--- src/rtl/clock24_pkg.sv ---
// Shared types and BCD helpers for the clock24 design.
// The alarm FSM states live here so the time-set FSM can share the same style.
package clock24_pkg;

  typedef enum logic [2:0] {
    ST_IDLE,
    ST_SETMIN,
    ST_SETHOUR,
    ST_RING,
    ST_SNOOZE
  } alarm_state_t;

  localparam logic [7:0] BCD_MIN_MAX  = 8'h59;
  localparam logic [7:0] BCD_HOUR_MAX = 8'h23;

  // Increment a two-digit BCD value, wrapping to 00 after max.
  function automatic logic [7:0] bcd_inc(input logic [7:0] v, input logic [7:0] max);
    if (v == max)
      return 8'h00;
    else if (v[3:0] == 4'h9)
      return {v[7:4] + 4'h1, 4'h0};
    else
      return {v[7:4], v[3:0] + 4'h1};
  endfunction

endpackage

--- src/rtl/alarm_timer.sv ---
// Loadable saturating down-counter shared by the ring and snooze phases.
// LOAD wins over EN; the count sticks at zero instead of wrapping.
module alarm_timer #(
  parameter int W = 9
) (
  input  logic         CLK,
  input  logic         RST_N,
  input  logic         LOAD,
  input  logic [W-1:0] VALUE,
  input  logic         EN,
  output logic [W-1:0] COUNT,
  output logic         ZERO
);

  always_ff @(posedge CLK or negedge RST_N) begin
    if (!RST_N)
      COUNT <= '0;
    else if (LOAD)
      COUNT <= VALUE;
    else if (EN && (COUNT != '0))
      COUNT <= COUNT - 1'b1;
  end

  assign ZERO = (COUNT == '0);

endmodule

--- src/rtl/alarm_ctrl.sv ---
// Alarm controller: alarm time registers, set-mode sequencing with blink,
// alarm match detection, and ring / snooze sequencing of the buzzer.
module alarm_ctrl
  import clock24_pkg::*;
#(
  parameter int         RING_SEC   = 60,
  parameter int         SNOOZE_MIN = 5,
  parameter logic [7:0] RST_HOUR   = 8'h07,
  parameter logic [7:0] RST_MIN    = 8'h00
) (
  input  logic       CLK,
  input  logic       RST_N,
  input  logic       SIG1HZ,
  input  logic       SIG2HZ,
  input  logic       ALMSET,
  input  logic       SELECT,
  input  logic       ADJUST,
  input  logic       STOP,
  input  logic       ALMEN,
  input  logic [7:0] CUR_HOUR,
  input  logic [7:0] CUR_MIN,
  input  logic [7:0] CUR_SEC,
  output logic [7:0] ALM_HOUR,
  output logic [7:0] ALM_MIN,
  output logic       SHOWALM,
  output logic       AMINON,
  output logic       AHOURON,
  output logic       RINGING,
  output logic       BUZZ
);

  localparam int SNZ_SEC = SNOOZE_MIN * 60;
  localparam int TMAX    = (RING_SEC > SNZ_SEC) ? RING_SEC : SNZ_SEC;
  localparam int TW      = $clog2(TMAX + 1);
  localparam logic [TW-1:0] RING_LD = TW'(RING_SEC);
  localparam logic [TW-1:0] SNZ_LD  = TW'(SNZ_SEC);

  alarm_state_t  state;
  logic          match, match_q, trig, expire;
  logic          t_load, t_zero;
  logic [TW-1:0] t_val, t_count;

  assign match = ALMEN && (CUR_HOUR == ALM_HOUR) && (CUR_MIN == ALM_MIN) && (CUR_SEC == 8'h00);
  assign trig  = match && !match_q;
  // Final second of either phase: the pulse that takes the count from 1 to 0.
  assign expire = SIG1HZ && (t_zero || (t_count == TW'(1)));

  always_comb begin
    t_load = 1'b0;
    t_val  = RING_LD;
    case (state)
      ST_IDLE:   if (!ALMSET && trig) t_load = 1'b1;
      ST_RING:   if (ALMEN && STOP) begin
                   t_load = 1'b1;
                   t_val  = SNZ_LD;
                 end
      ST_SNOOZE: if (ALMEN && !STOP && !ALMSET && expire) t_load = 1'b1;
      default:   ;
    endcase
  end

  alarm_timer #(.W(TW)) u_timer (
    .CLK   (CLK),
    .RST_N (RST_N),
    .LOAD  (t_load),
    .VALUE (t_val),
    .EN    (SIG1HZ),
    .COUNT (t_count),
    .ZERO  (t_zero)
  );

  always_ff @(posedge CLK or negedge RST_N) begin
    if (!RST_N) begin
      state    <= ST_IDLE;
      ALM_HOUR <= RST_HOUR;
      ALM_MIN  <= RST_MIN;
      match_q  <= 1'b0;
    end else begin
      match_q <= match;
      case (state)
        ST_IDLE:
          if (ALMSET)    state <= ST_SETMIN;
          else if (trig) state <= ST_RING;
        ST_SETMIN:
          if (ALMSET)      state   <= ST_IDLE;
          else if (SELECT) state   <= ST_SETHOUR;
          else if (ADJUST) ALM_MIN <= bcd_inc(ALM_MIN, BCD_MIN_MAX);
        ST_SETHOUR:
          if (ALMSET)      state    <= ST_IDLE;
          else if (SELECT) state    <= ST_SETMIN;
          else if (ADJUST) ALM_HOUR <= bcd_inc(ALM_HOUR, BCD_HOUR_MAX);
        ST_RING:
          if (!ALMEN)      state <= ST_IDLE;
          else if (STOP)   state <= ST_SNOOZE;
          else if (expire) state <= ST_IDLE;
        ST_SNOOZE:
          if (STOP || !ALMEN) state <= ST_IDLE;
          else if (ALMSET)    state <= ST_SETMIN;
          else if (expire)    state <= ST_RING;
        default: state <= ST_IDLE;
      endcase
    end
  end

  assign SHOWALM = (state == ST_SETMIN) || (state == ST_SETHOUR);
  assign AMINON  = !((state == ST_SETMIN) && SIG2HZ);
  assign AHOURON = !((state == ST_SETHOUR) && SIG2HZ);
  assign RINGING = (state == ST_RING);
  assign BUZZ    = RINGING && SIG2HZ;

endmodule
--- config.mk ---
export PLATFORM = sky130hd
export DESIGN_NAME = alarm_ctrl
export DESIGN_NICKNAME = d
export VERILOG_FILES = /design/src/rtl/clock24_pkg.sv /design/src/rtl/alarm_timer.sv /design/src/rtl/alarm_ctrl.sv
export SDC_FILE = /design/constraint.sdc
export NUM_CORES = 1
export LEC_CHECK = 0
export CAP_MARGIN = 20
export CORE_MARGIN = 4
export CORE_UTILIZATION = 28
export CTS_BUF_LIST = sky130_fd_sc_hd__clkbuf_16
export DETAILED_ROUTE_END_ITERATION = 6
export MAX_ROUTING_LAYER = met4
export PLACE_DENSITY_LB_ADDON = 0.08
export SYNTH_ARGS = -nofsm -noshare
export SYNTH_HDL_FRONTEND = slang
export SYNTH_HIERARCHICAL = 1
export SYNTH_SLANG_ARGS = --single-unit
export TNS_END_PERCENT = 20
--- constraint.sdc ---
create_clock -name CLK -period 3.35 [get_ports CLK]
set_input_delay 0.335 -clock CLK [delete_from_list [all_inputs] [get_ports CLK]]
set_output_delay 0.335 -clock CLK [all_outputs]
set_load 0.01 [all_outputs]
==> metrics.txt <==
status finished clean; Final ANT Viol Nets 0; Clock Tree Root clkbuf_16; slowest CP cell or4b_1; cell area after synthesis 2074 sq um; post-CTS resize count 0; CP Data Arrival Time 2.79 ns; io pins 54; max incr delay on CP ~0.64 ns; Die Ht 94.08 um; Critical Path End Type register; Setup violations, final 0; worst-path cell chain inv_1 > ha_1 > or4b_1 > nor2_1 > a31oi_1 > nor2b_2 > a41o_2 > a21o_1 > buf_4 > nor2_1 > o2111ai_1 > o311ai_1; overall power 1.702 mW; HPWL after DPL 4.161 mm; max_cap viols 0; reg2reg path depth 12; die footprint 8850 sq um; CTS tree built; Final period util about four fifths; final slew viol count 0; DRC errors left 0; Final Skew 0.003166 ns; Worst EP required around 3.5 ns; Pleak 1.190 nW; die width 94.08 um; startpoint types register; fillcell total 743; Clock Sinks 29; r2r startpoint u_timer/COUNT[0]; via count of the first global-routing pass 1828; hold crit path type in -> async; f_max between 300 and 400 MHz; Final Hold Fails 0; RSZ-0062 raised after global routing false; Yosys reg bits 29; Mapped Avg Cell Area 8.753 sq um; register-to-register setup slack 0.70 ns; Multi-input gate area 1262 sq um; routed vias/inst around 5; YS warnings 6; Num CTS Buffers 5; hold buffer count at CTS 0; GRT Total Usage 13.56%; H-tree depth 2; first-pass GRT wire length about 9.2 mm; setup tns final 0 ns; commonest non-fill, non-tap cells in the layout clkdlybuf4s50_1, dfrtp_1, nand2_1; clk slew on worst S/H paths approximately 0.05 ns; synth-to-layout area growth 37.45%; worst-skew pair later-pin latency 0.27 ns; commonest register cell after synthesis dfrtp_1; Pre-antenna DRT Iters 6; worst-margin pin slew 0.6970 ns; PD cells 596.7 nW/um^2; number of cell rows 31; Iter 0 DRT Violations 33; total congestion overflow 0; GP Congestion 0.8137; WL per Instance 13.91 um; port buffer count 53; Sequential cell area around 730 sq um; maximum VDD drop 289.1 uV; Crit path top cell by count nor2_1; worst setup path class reg -> reg; Post CTS Setup Buffer Count 0; # diodes 0; initial core utilization 28.75%; core area 7214 sq um; Synth Instances 237; Final min period 2.650 ns; largest net degree at the start of global routing 30; total number of vias 1936; Worst Path Max Fanout 11; net count reported at finish approximately 340; sequential area share after synthesis 35.16%; worst r2r dst u_timer/COUNT[6]; initial antenna violation count 0; share of layout cells above drive strength 1 9.764%; final wirelength 5.510 mm; Max Root-Sink Buffers 2; most common cell after layout, fill and taps aside clkdlybuf4s50_1; gate family responsible for the most delay along the worst path simple AND/OR/NAND/NOR gates; number of synthesized flops with an enable pin 0; CP bufs+invs 2; synth unique cells 59; Rel. slew slack 53.54%; Async SR Flop Fraction between 90% and 100%
power by group:
part           internal (mW)  leakage (nW)  switching [mW]  total, mW
logic                  0.335         0.747           0.301      0.636
clock network          0.269        0.0748           0.158      0.428
registers              0.454         0.368           0.183      0.638
total                   1.06          1.19           0.643       1.70
state kept, by name, summed over array words and instances (netlist names):
name and flops:
match_q 1, u_timer/COUNT 9, ALM_MIN 8, state 3, ALM_HOUR 8
cell families after synthesis:
logic type               Yosys count  share of synthesized area [%]
AO/OA/AOI/OAI                     56                          19.12
XOR/XNOR                          18                          7.600
adder cells (fa/ha/maj)            7                          4.222
buffers and inverters             23                          4.885
flip-flops                        29                          35.16
multiplexers                       1                         0.5428
other                              2                         0.3620
AND/OR/NAND/NOR                  101                          28.11
through the flow:
step                      setup slack (ns)  instances  util (%)  hold slack (ns)  instance area [sq um]
final                               0.6997        396     39.52           0.1017                   2851
after global routing                0.4591        396     39.52           0.1522                   2851
after CTS                           0.7059        396     39.52           0.1305                   2851
after detailed placement            0.7157        388     37.60           0.4259                   2713
after global placement              0.7909        388     37.60           0.4369                   2713
after floorplan                     0.6882        242         -          0.03941                   2093
metal layers:
layer / vias to the layer above / GRT usage, % / share of wire, %
li1: 977 / - / -
met1: 911 / 17.76 / 48
met2: 41 / 20.11 / 46
met3: 7 / 4.087 / 4.8
met4: 0 / 4.212 / 1.3
met5: - / - / 0
area by class of cell:
class                           instances  share of cell area, %
Tap cell                               99                  4.344
Inverter                               15                  1.975
Clock buffer                            5                  4.388
Sequential cell                        29                  25.58
Clock inverter                          3                 0.4827
Multi-Input combinational cell        190                  44.27
Timing Repair Buffer                   55                  18.96
worst register-to-register path, stage by stage, from the launching register on:
cell	delay, ns
dfrtp_1	0.42
inv_1	0.10
ha_1	0.19
or4b_1	0.64
nor2_1	0.15
a31oi_1	0.06
nor2b_2	0.18
a41o_2	0.20
a21o_1	0.12
buf_4	0.18
nor2_1	0.06
o2111ai_1	0.10
o311ai_1	0.12
how the worst max path moves through the flow:
stage | from | to | depth (start not counted)
floorplan | u_timer/COUNT[0] | u_timer/COUNT[2] | 14
global placement | u_timer/COUNT[0] | u_timer/COUNT[6] | 12
detailed placement | u_timer/COUNT[0] | u_timer/COUNT[6] | 12
CTS | u_timer/COUNT[0] | u_timer/COUNT[6] | 12
global route | u_timer/COUNT[0] | u_timer/COUNT[6] | 12
finish | u_timer/COUNT[0] | u_timer/COUNT[6] | 12
cells in the mapped netlist (6+ instances only):
master / n / share of area [%]
xnor2_1: 9 / 3.8
nor2_1: 17 / 3.1
xor2_1: 9 / 3.8
o21ai_1: 8 / 1.9
nor3_1: 10 / 2.4
inv_1: 15 / 2.7
o21ai_0: 11 / 2.7
dfrtp_1: 26 / 31
ha_1: 7 / 4.2
nand2_1: 26 / 4.7
a21oi_1: 6 / 1.4
nand3_1: 9 / 2.2
(Power assumes the default switching activity.)
